### config.mk
export PLATFORM = sky130hd
export DESIGN_NAME = puf_challenge_sequencer
export DESIGN_NICKNAME = d
export VERILOG_FILES = /design/src/rtl/puf_ctrl_pkg.sv /design/src/rtl/sync_2ff.sv /design/src/rtl/puf_challenge_sequencer.sv
export SDC_FILE = /design/constraint.sdc
export NUM_CORES = 1
export LEC_CHECK = 0
export CAP_MARGIN = 20
export CORE_UTILIZATION = 50
export DETAILED_ROUTE_END_ITERATION = 10
export PLACE_DENSITY = 0.76
export SETUP_SLACK_MARGIN = 0.15
export SYNTH_ARGS = -nofsm -noshare
export SYNTH_HDL_FRONTEND = slang
export SYNTH_SLANG_ARGS = --single-unit
### constraint.sdc
create_clock -name clock -period 3.4 [get_ports clock]
set_input_delay 0.68 -clock clock [delete_from_list [all_inputs] [get_ports clock]]
set_output_delay 0.68 -clock clock [all_outputs]
set_load 0.05 [all_outputs]
### src/rtl/puf_ctrl_pkg.sv
// Shared types and widths for the PUF challenge sequencer.
// Holds the FSM state encoding and subblock bus widths.
package puf_ctrl_pkg;

  localparam int CHAL_W = 8;
  localparam int EN_W = 32;

  typedef enum logic [2:0] {
    IDLE,
    CLEAR,
    RACE,
    CAPTURE,
    FINISH
  } state_t;

endpackage

### src/rtl/sync_2ff.sv
// Two-flop synchronizer for one asynchronous PUF status bit.
// Clears on the synchronous active-low reset.
module sync_2ff (
  input  logic clock,
  input  logic reset,
  input  logic d,
  output logic q
);

  logic meta;

  always_ff @(posedge clock) begin
    if (!reset) begin
      meta <= 1'b0;
      q    <= 1'b0;
    end else begin
      meta <= d;
      q    <= meta;
    end
  end

endmodule

### src/rtl/puf_challenge_sequencer.sv
// Steps a PUF subblock through clear/race/capture per challenge
// and collects one response bit per challenge, with race timeout.
module puf_challenge_sequencer
  import puf_ctrl_pkg::*;
#(
  parameter int NUM_BITS       = 16,
  parameter int SETTLE_CYCLES  = 4,
  parameter int TIMEOUT_CYCLES = 2**20
) (
  input  logic                clock,
  input  logic                reset,
  input  logic                start,
  input  logic [CHAL_W-1:0]   challenge_seed,
  input  logic                puf_out,
  input  logic                puf_done,
  output logic [CHAL_W-1:0]   puf_challenge,
  output logic [EN_W-1:0]     puf_enable,
  output logic                puf_reset,
  output logic                busy,
  output logic                valid,
  output logic [NUM_BITS-1:0] response,
  output logic                timeout
);

  localparam int SW =
    (SETTLE_CYCLES > 1) ? $clog2(SETTLE_CYCLES) : 1;
  localparam int TW =
    (TIMEOUT_CYCLES > 1) ? $clog2(TIMEOUT_CYCLES) : 1;
  localparam int IW =
    (NUM_BITS > 1) ? $clog2(NUM_BITS) : 1;

  localparam logic [SW-1:0] SET_LAST = SW'(SETTLE_CYCLES - 1);
  localparam logic [TW-1:0] TO_LAST  = TW'(TIMEOUT_CYCLES - 1);
  localparam logic [IW-1:0] I_LAST   = IW'(NUM_BITS - 1);

  state_t            state;
  state_t            next;
  logic [CHAL_W-1:0] seed;
  logic [IW-1:0]     idx;
  logic [SW-1:0]     set_cnt;
  logic [TW-1:0]     race_cnt;
  logic              done_s;
  logic              out_s;

  sync_2ff u_sync_done (
    .clock (clock),
    .reset (reset),
    .d     (puf_done),
    .q     (done_s)
  );

  sync_2ff u_sync_out (
    .clock (clock),
    .reset (reset),
    .d     (puf_out),
    .q     (out_s)
  );

  always_ff @(posedge clock) begin
    if (!reset) state <= IDLE;
    else        state <= next;
  end

  always_comb begin
    next          = state;
    busy          = 1'b1;
    valid         = 1'b0;
    puf_reset     = 1'b0;
    puf_enable    = '0;
    puf_challenge = seed + CHAL_W'(idx);
    unique case (state)
      IDLE: begin
        busy          = 1'b0;
        puf_reset     = 1'b1;
        puf_challenge = '0;
        if (start) next = CLEAR;
      end
      CLEAR: begin
        puf_reset = 1'b1;
        if (set_cnt == SET_LAST) next = RACE;
      end
      RACE: begin
        puf_enable = '1;
        // a completed race beats a coincident timeout
        if (done_s)                  next = CAPTURE;
        else if (race_cnt == TO_LAST) next = FINISH;
      end
      CAPTURE: begin
        next = (idx == I_LAST) ? FINISH : CLEAR;
      end
      FINISH: begin
        valid     = 1'b1;
        puf_reset = 1'b1;
        next      = IDLE;
      end
      default: next = IDLE;
    endcase
  end

  always_ff @(posedge clock) begin
    if (!reset) begin
      seed     <= '0;
      idx      <= '0;
      set_cnt  <= '0;
      race_cnt <= '0;
      response <= '0;
      timeout  <= 1'b0;
    end else begin
      unique case (state)
        IDLE: begin
          if (start) begin
            seed     <= challenge_seed;
            idx      <= '0;
            set_cnt  <= '0;
            response <= '0;
            timeout  <= 1'b0;
          end
        end
        CLEAR: begin
          race_cnt <= '0;
          if (set_cnt == SET_LAST) set_cnt <= '0;
          else                     set_cnt <= set_cnt + 1'b1;
        end
        RACE: begin
          race_cnt <= race_cnt + 1'b1;
          if (!done_s && race_cnt == TO_LAST) timeout <= 1'b1;
        end
        CAPTURE: begin
          response[idx] <= out_s;
          if (idx != I_LAST) idx <= idx + 1'b1;
        end
        default: ;
      endcase
    end
  end

endmodule

# After elaboration in Yosys (flattened, before gate mapping)
# Cells that the tools add are included.
# classes
eq_ne	13
n_reduce_logical	15
muxes	26
n_bitwise	0
n_div	0
n_mul	0
n_lt_le_gt_ge	2
shifts	0
addsub	4
# op_table
cell	n
$pmux W20 S2	1
$mux W32	1
$pmux W16 S2	1
$add A20 B1 Y20 const B	1
$eq A20 B20 Y1 const B	1
$bwmux W16	1
$mux W16	1
$mux W3	5
$pmux W3 S4	1
$reduce_and A3 Y1	3
$add A8 B4 Y8	1
$mux W4	2
$mux W8	1
$ne A2 B2 Y1 const B	4
$pmux W4 S2	1
$reduce_bool A2 Y1	4
$eq A3 B2 Y1 const B	2
$mux W1	6
$reduce_and A2 Y1	3
$lt A4 B5 Y1 const B	1
$add A4 B1 Y4 const B	1
$demux W1 S4	1
$eq A4 B4 Y1 const B	1
$ge A4 B1 Y1 const B	1
13 further kinds	15
# word_totals
register_bits	58
wordCells	71
input_bits	13
memories	0
out_inout_bits	60
rom_bits	0
latchBits	0
ramBits	0

# Logic depth before layout (Yosys ltp)
# logic_depth
word_depth	6
depth_mapped	7
mapped_depth_nobuf	6

# By module
# From an unflattened synthesis, not the netlist that was laid out.
# hier_totals
cells_unflattened	383
area_unflattened_um2	3209.3
# by_module_without_submodules
mod	instances	seq_area_each_um2	cells_per_inst	area_each_um2
puf_challenge_sequencer	1	1081.0	375	3104.2
sync_2ff	2	40.0	4	52.6

# Worst setup path before layout
# Ideal clock, no wire load.
# synth_timing
kind	register to output
startpoint	register state[1]
endpoint	output puf_enable[10]
stages_incl_launch_ff	6
required_ns	2.720
path_slack_ns	0.355
path_buffers	3
arrival_ns	2.365
cell_sequence	dfxtp_1 > buf_4 > or3b_1 > clkbuf_1 > clkinv_1 > buf_4
# synth_between
elab_chain_len	2
# synth_lines
item	line_no	source
start: declaration	puf_challenge_sequencer.sv:36	state_t state;
start signal: assignment	puf_challenge_sequencer.sv:61	else state <= next;
$eq A3 B2 Y1	puf_challenge_sequencer.sv:71	unique case (state)
$mux W32	puf_challenge_sequencer.sv:71	
end: declaration	puf_challenge_sequencer.sv:17	output logic [EN_W-1:0] puf_enable,
# No other way between the ends.

# Final worst setup path
# layout_timing
startpoint	register idx[0]
endpoint	output puf_challenge[2]
# layout_between
elab_chain_len	2
# layout_lines
item	line_no	source
start: declaration	puf_challenge_sequencer.sv:39	logic [IW-1:0] idx;
start signal: assignment	puf_challenge_sequencer.sv:130	if (idx != I_LAST) idx <= idx + 1'b1;
$add A8 B4 Y8	puf_challenge_sequencer.sv:70	puf_challenge = seed + CHAL_W'(idx);
$mux W8	puf_challenge_sequencer.sv:71	
end: declaration	puf_challenge_sequencer.sv:16	output logic [CHAL_W-1:0] puf_challenge,
# No other way between the ends.

==> results.py <==
metrics = {
    "cts": {
        "path_clk_slew_ns": 0.07,
        "cts_inserted_buffers": 9,
        "cts.sinks": 58,
        "insertion_delay_ns": 0.33,
        "cts_hold_buf": 0,
        "cts.path.max_buffers": 2,
        "cts_root_buf": "clkbuf_8",
        "cts_tree": "built",
        "cts_max_level": 3,
    },
    "pwr": {
        "swShare_pct": 21.7,
        "p_int_mw": 1.26,
        "power_frac_comb_pct": 6.6,
        "vdd_drop_max_uv": 221,
        "p_clk_share_pct": 49.7,
        "power_density_nw_per_um2": 404,
        "seq_power_share_pct": 43.6,
        "total_leakage_power_nw": 1.71,
        "netSwitchingPower_uw": 349,
    },
    "grt": {
        "antenna_found_initial": 0,
        "grt_pass1_wl_um": 12000,
        "grt_pass1_vias": 2545,
        "grt_max_degree": 53,
        "grt_usage_pct": 23.2,
        "grt-ovfl-total": 0,
    },
    "timing": {
        "setup_viol": 0,
        "tns_ns": 0,
        "worst_slew_pin_slew_ns": 0.696,
        "maxSlewViolCount": 0,
        "fmax_mhz": 325,
        "finalHoldViolCount": 0,
        "period_share_pct": 90.5,
        "fin_worst_skew_ns": 0.00655,
        "fin_crit_ns": 3.08,
        "maxSlewHeadroom_pct": 53.5,
        "rsz0062_at_grt": "false",
    },
    "drt": {
        "wl_per_cell_um": 14.4,
        "drt_iter0_markers": 132,
        "first_pass_iters": 4,
        "drc": 0,
        "vias_per_cell": 5.69,
        "ant_nets": 0,
        "vias": 2850,
        "wl_um": 7200,
    },
    "synth": {
        "synth.largest_area_cell": "dfxtp_1",
        "syn-num-nets": 407,
        "synth.ff_latch_count": 58,
        "netlist_top_cells_count": "dfxtp_1, nand2_1, buf_4",
        "avgSynthCellArea_um2": 8.38,
        "yosysWarningCount": 0,
        "yosysTopAreaCellShare_pct": 36.2,
        "synth_cells": 383,
        "synth_area_leaders": "dfxtp_1, buf_4, a21boi_0",
        "synth_edf_count": 0,
        "synth_flop_cell": "dfxtp_1",
        "synth.distinct_cells": 50,
        "synth_seq_area_share_pct": 36.2,
        "synth_most_common_cell": "dfxtp_1",
        "async_reset_ff_share_pct": 0,
        "synthesis.area_um2": 3210,
    },
    "die": {
        "rows": 28,
        "initial_utilization_pct": 53.0,
        "coreArea_um2": 6060,
        "die_x_um": 82.1,
        "die_h_um": 82.1,
        "ios": 73,
        "fp.dieArea_um2": 6740,
    },
    "worst_setup_path": {
        "cp_cell_sequence": "ha_1, fa_1, xnor2_1, nor2_1, clkdlybuf4s50_1",
        "cp_num_buf_inv": 1,
        "end_kind": "primary output",
        "crit_required_ns": 2.72,
        "arrival_ns": 2.40,
        "crit_family": "buffers and inverters",
        "slowest_delay_ns": 0.80,
        "start_kind": "register",
        "cp_slowest_cell": "clkdlybuf4s50_1",
        "crit_fanout": 6,
        "critical_path_class": "register to primary output",
    },
    "cells_and_area": {
        "finalNonFillerCells": 501,
        "final_util_pct": 65.7,
        "fill_cells": 534,
        "drive_above_1_share_pct": 6.81,
        "layout.nets": 445,
        "syn_to_final_growth_pct": 24.1,
        "diodes": 0,
    },
    "placement": {
        "placedCellCount": 485,
        "dp_hpwl_um": 4720,
        "place_congestion": 0.792,
        "io_buffers": 72,
    },
    "job": {
        "cap_violations": 0,
    },
    "status": {
        "status": "completed",
    },
    "worst_hold_path": {
        "hold_path.class": "register to register",
    },
}
through the flow:
step / worst slack, ns / power (mW) / cell area [um2] / hold WS, ns
after global routing: 0.171 / 1.67 / 3980 / 0.451
after detailed placement: 0.411 / 0.823 / 3750 / 0.429
after floorplan: 0.355 / 0.784 / 3210 / 0.412
after CTS: 0.152 / 1.62 / 3970 / 0.441
after global placement: 0.467 / 0.821 / 3750 / 0.420
final: 0.324 / 1.61 / 3980 / 0.435
cells by family (layout without fill, tap and decap cells):
kind of cell	after synthesis	in the layout	share of synthesized area [%]
flip-flops	58	58	36.2
adder cells (fa/ha/maj)	11	11	4.52
multiplexers	9	9	2.81
AND/OR/NAND/NOR	151	151	25.2
AO/OA/AOI/OAI	87	87	18.8
XOR/XNOR	5	5	1.36
buffers and inverters	62	105	11.1
registers in the layout, summed over array words and instances (netlist names):
name / flops
u_sync_out.meta: 1
u_sync_out.q: 1
timeout: 1
u_sync_done.meta: 1
set_cnt: 2
idx: 4
seed: 8
state: 3
response: 16
u_sync_done.q: 1
race_cnt: 20
final timing paths:
check	to	slack (ns)	start	cells past startpoint
worst max-delay path	puf_challenge[2]	0.32	idx[0]	5
worst min-delay path	u_sync_done.q	0.43	u_sync_done.meta	1
worst max register to register	race_cnt[12]	0.97	state[1]	5
worst min register to register	u_sync_done.q	0.43	u_sync_done.meta	1
power groups by stage:
stage	combinational (mW)	sequential, mW	clock [mW]
floorplan	0.0734	0.710	0
global placement	0.105	0.715	0
detailed placement	0.107	0.716	0
CTS	0.107	0.701	0.816
global route	0.118	0.703	0.846
finish	0.107	0.701	0.800
what timing repair did:
item / in CTS / in global routing
endpoints found under the setup margin: 33 / 6
buffers inserted: 0 / 0
gates resized for setup: 28 / 6
layout make-up:
type                       count  area [um2]  area share, %
timing repair buffer          78         739           18.6
clock buffer                  12         155           3.90
inverter                      11        41.3           1.04
tap                           75        93.8           2.36
multi-input combinational    263        1690           42.5
sequential                    58        1160           29.2
clock inverter                 4        97.6           2.45
placed cells by master, fill, tap and decap left out, drive strengths merged, types with 6 or more instances in the layout:
cell type and instances:
nand3 24, inv 9, o211ai 17, buf 9, clkbuf 12, ha 10
nand2 39, dfxtp 58, o21ai 7, nand4 15, dlygate4sd2 27, nand2b 9
dlymetal6s2s 6, nor2 21, clkdlybuf4s50 36, mux2i 9, and2 12, a21oi 16
a21boi 24
routing by layer:
| metal | GRT usage (%) | vias up | wire length (um) |
|---|---|---|---|
| li1 | - | 1418 | - |
| met1 | 31.7 | 1343 | 3430 |
| met2 | 35.4 | 80 | 3370 |
| met3 | 5.05 | 9 | 316 |
| met4 | 9.12 | 0 | 86 |
| met5 | 0 | - | 0 |
Note: power is estimated with default switching activity, not from simulation.
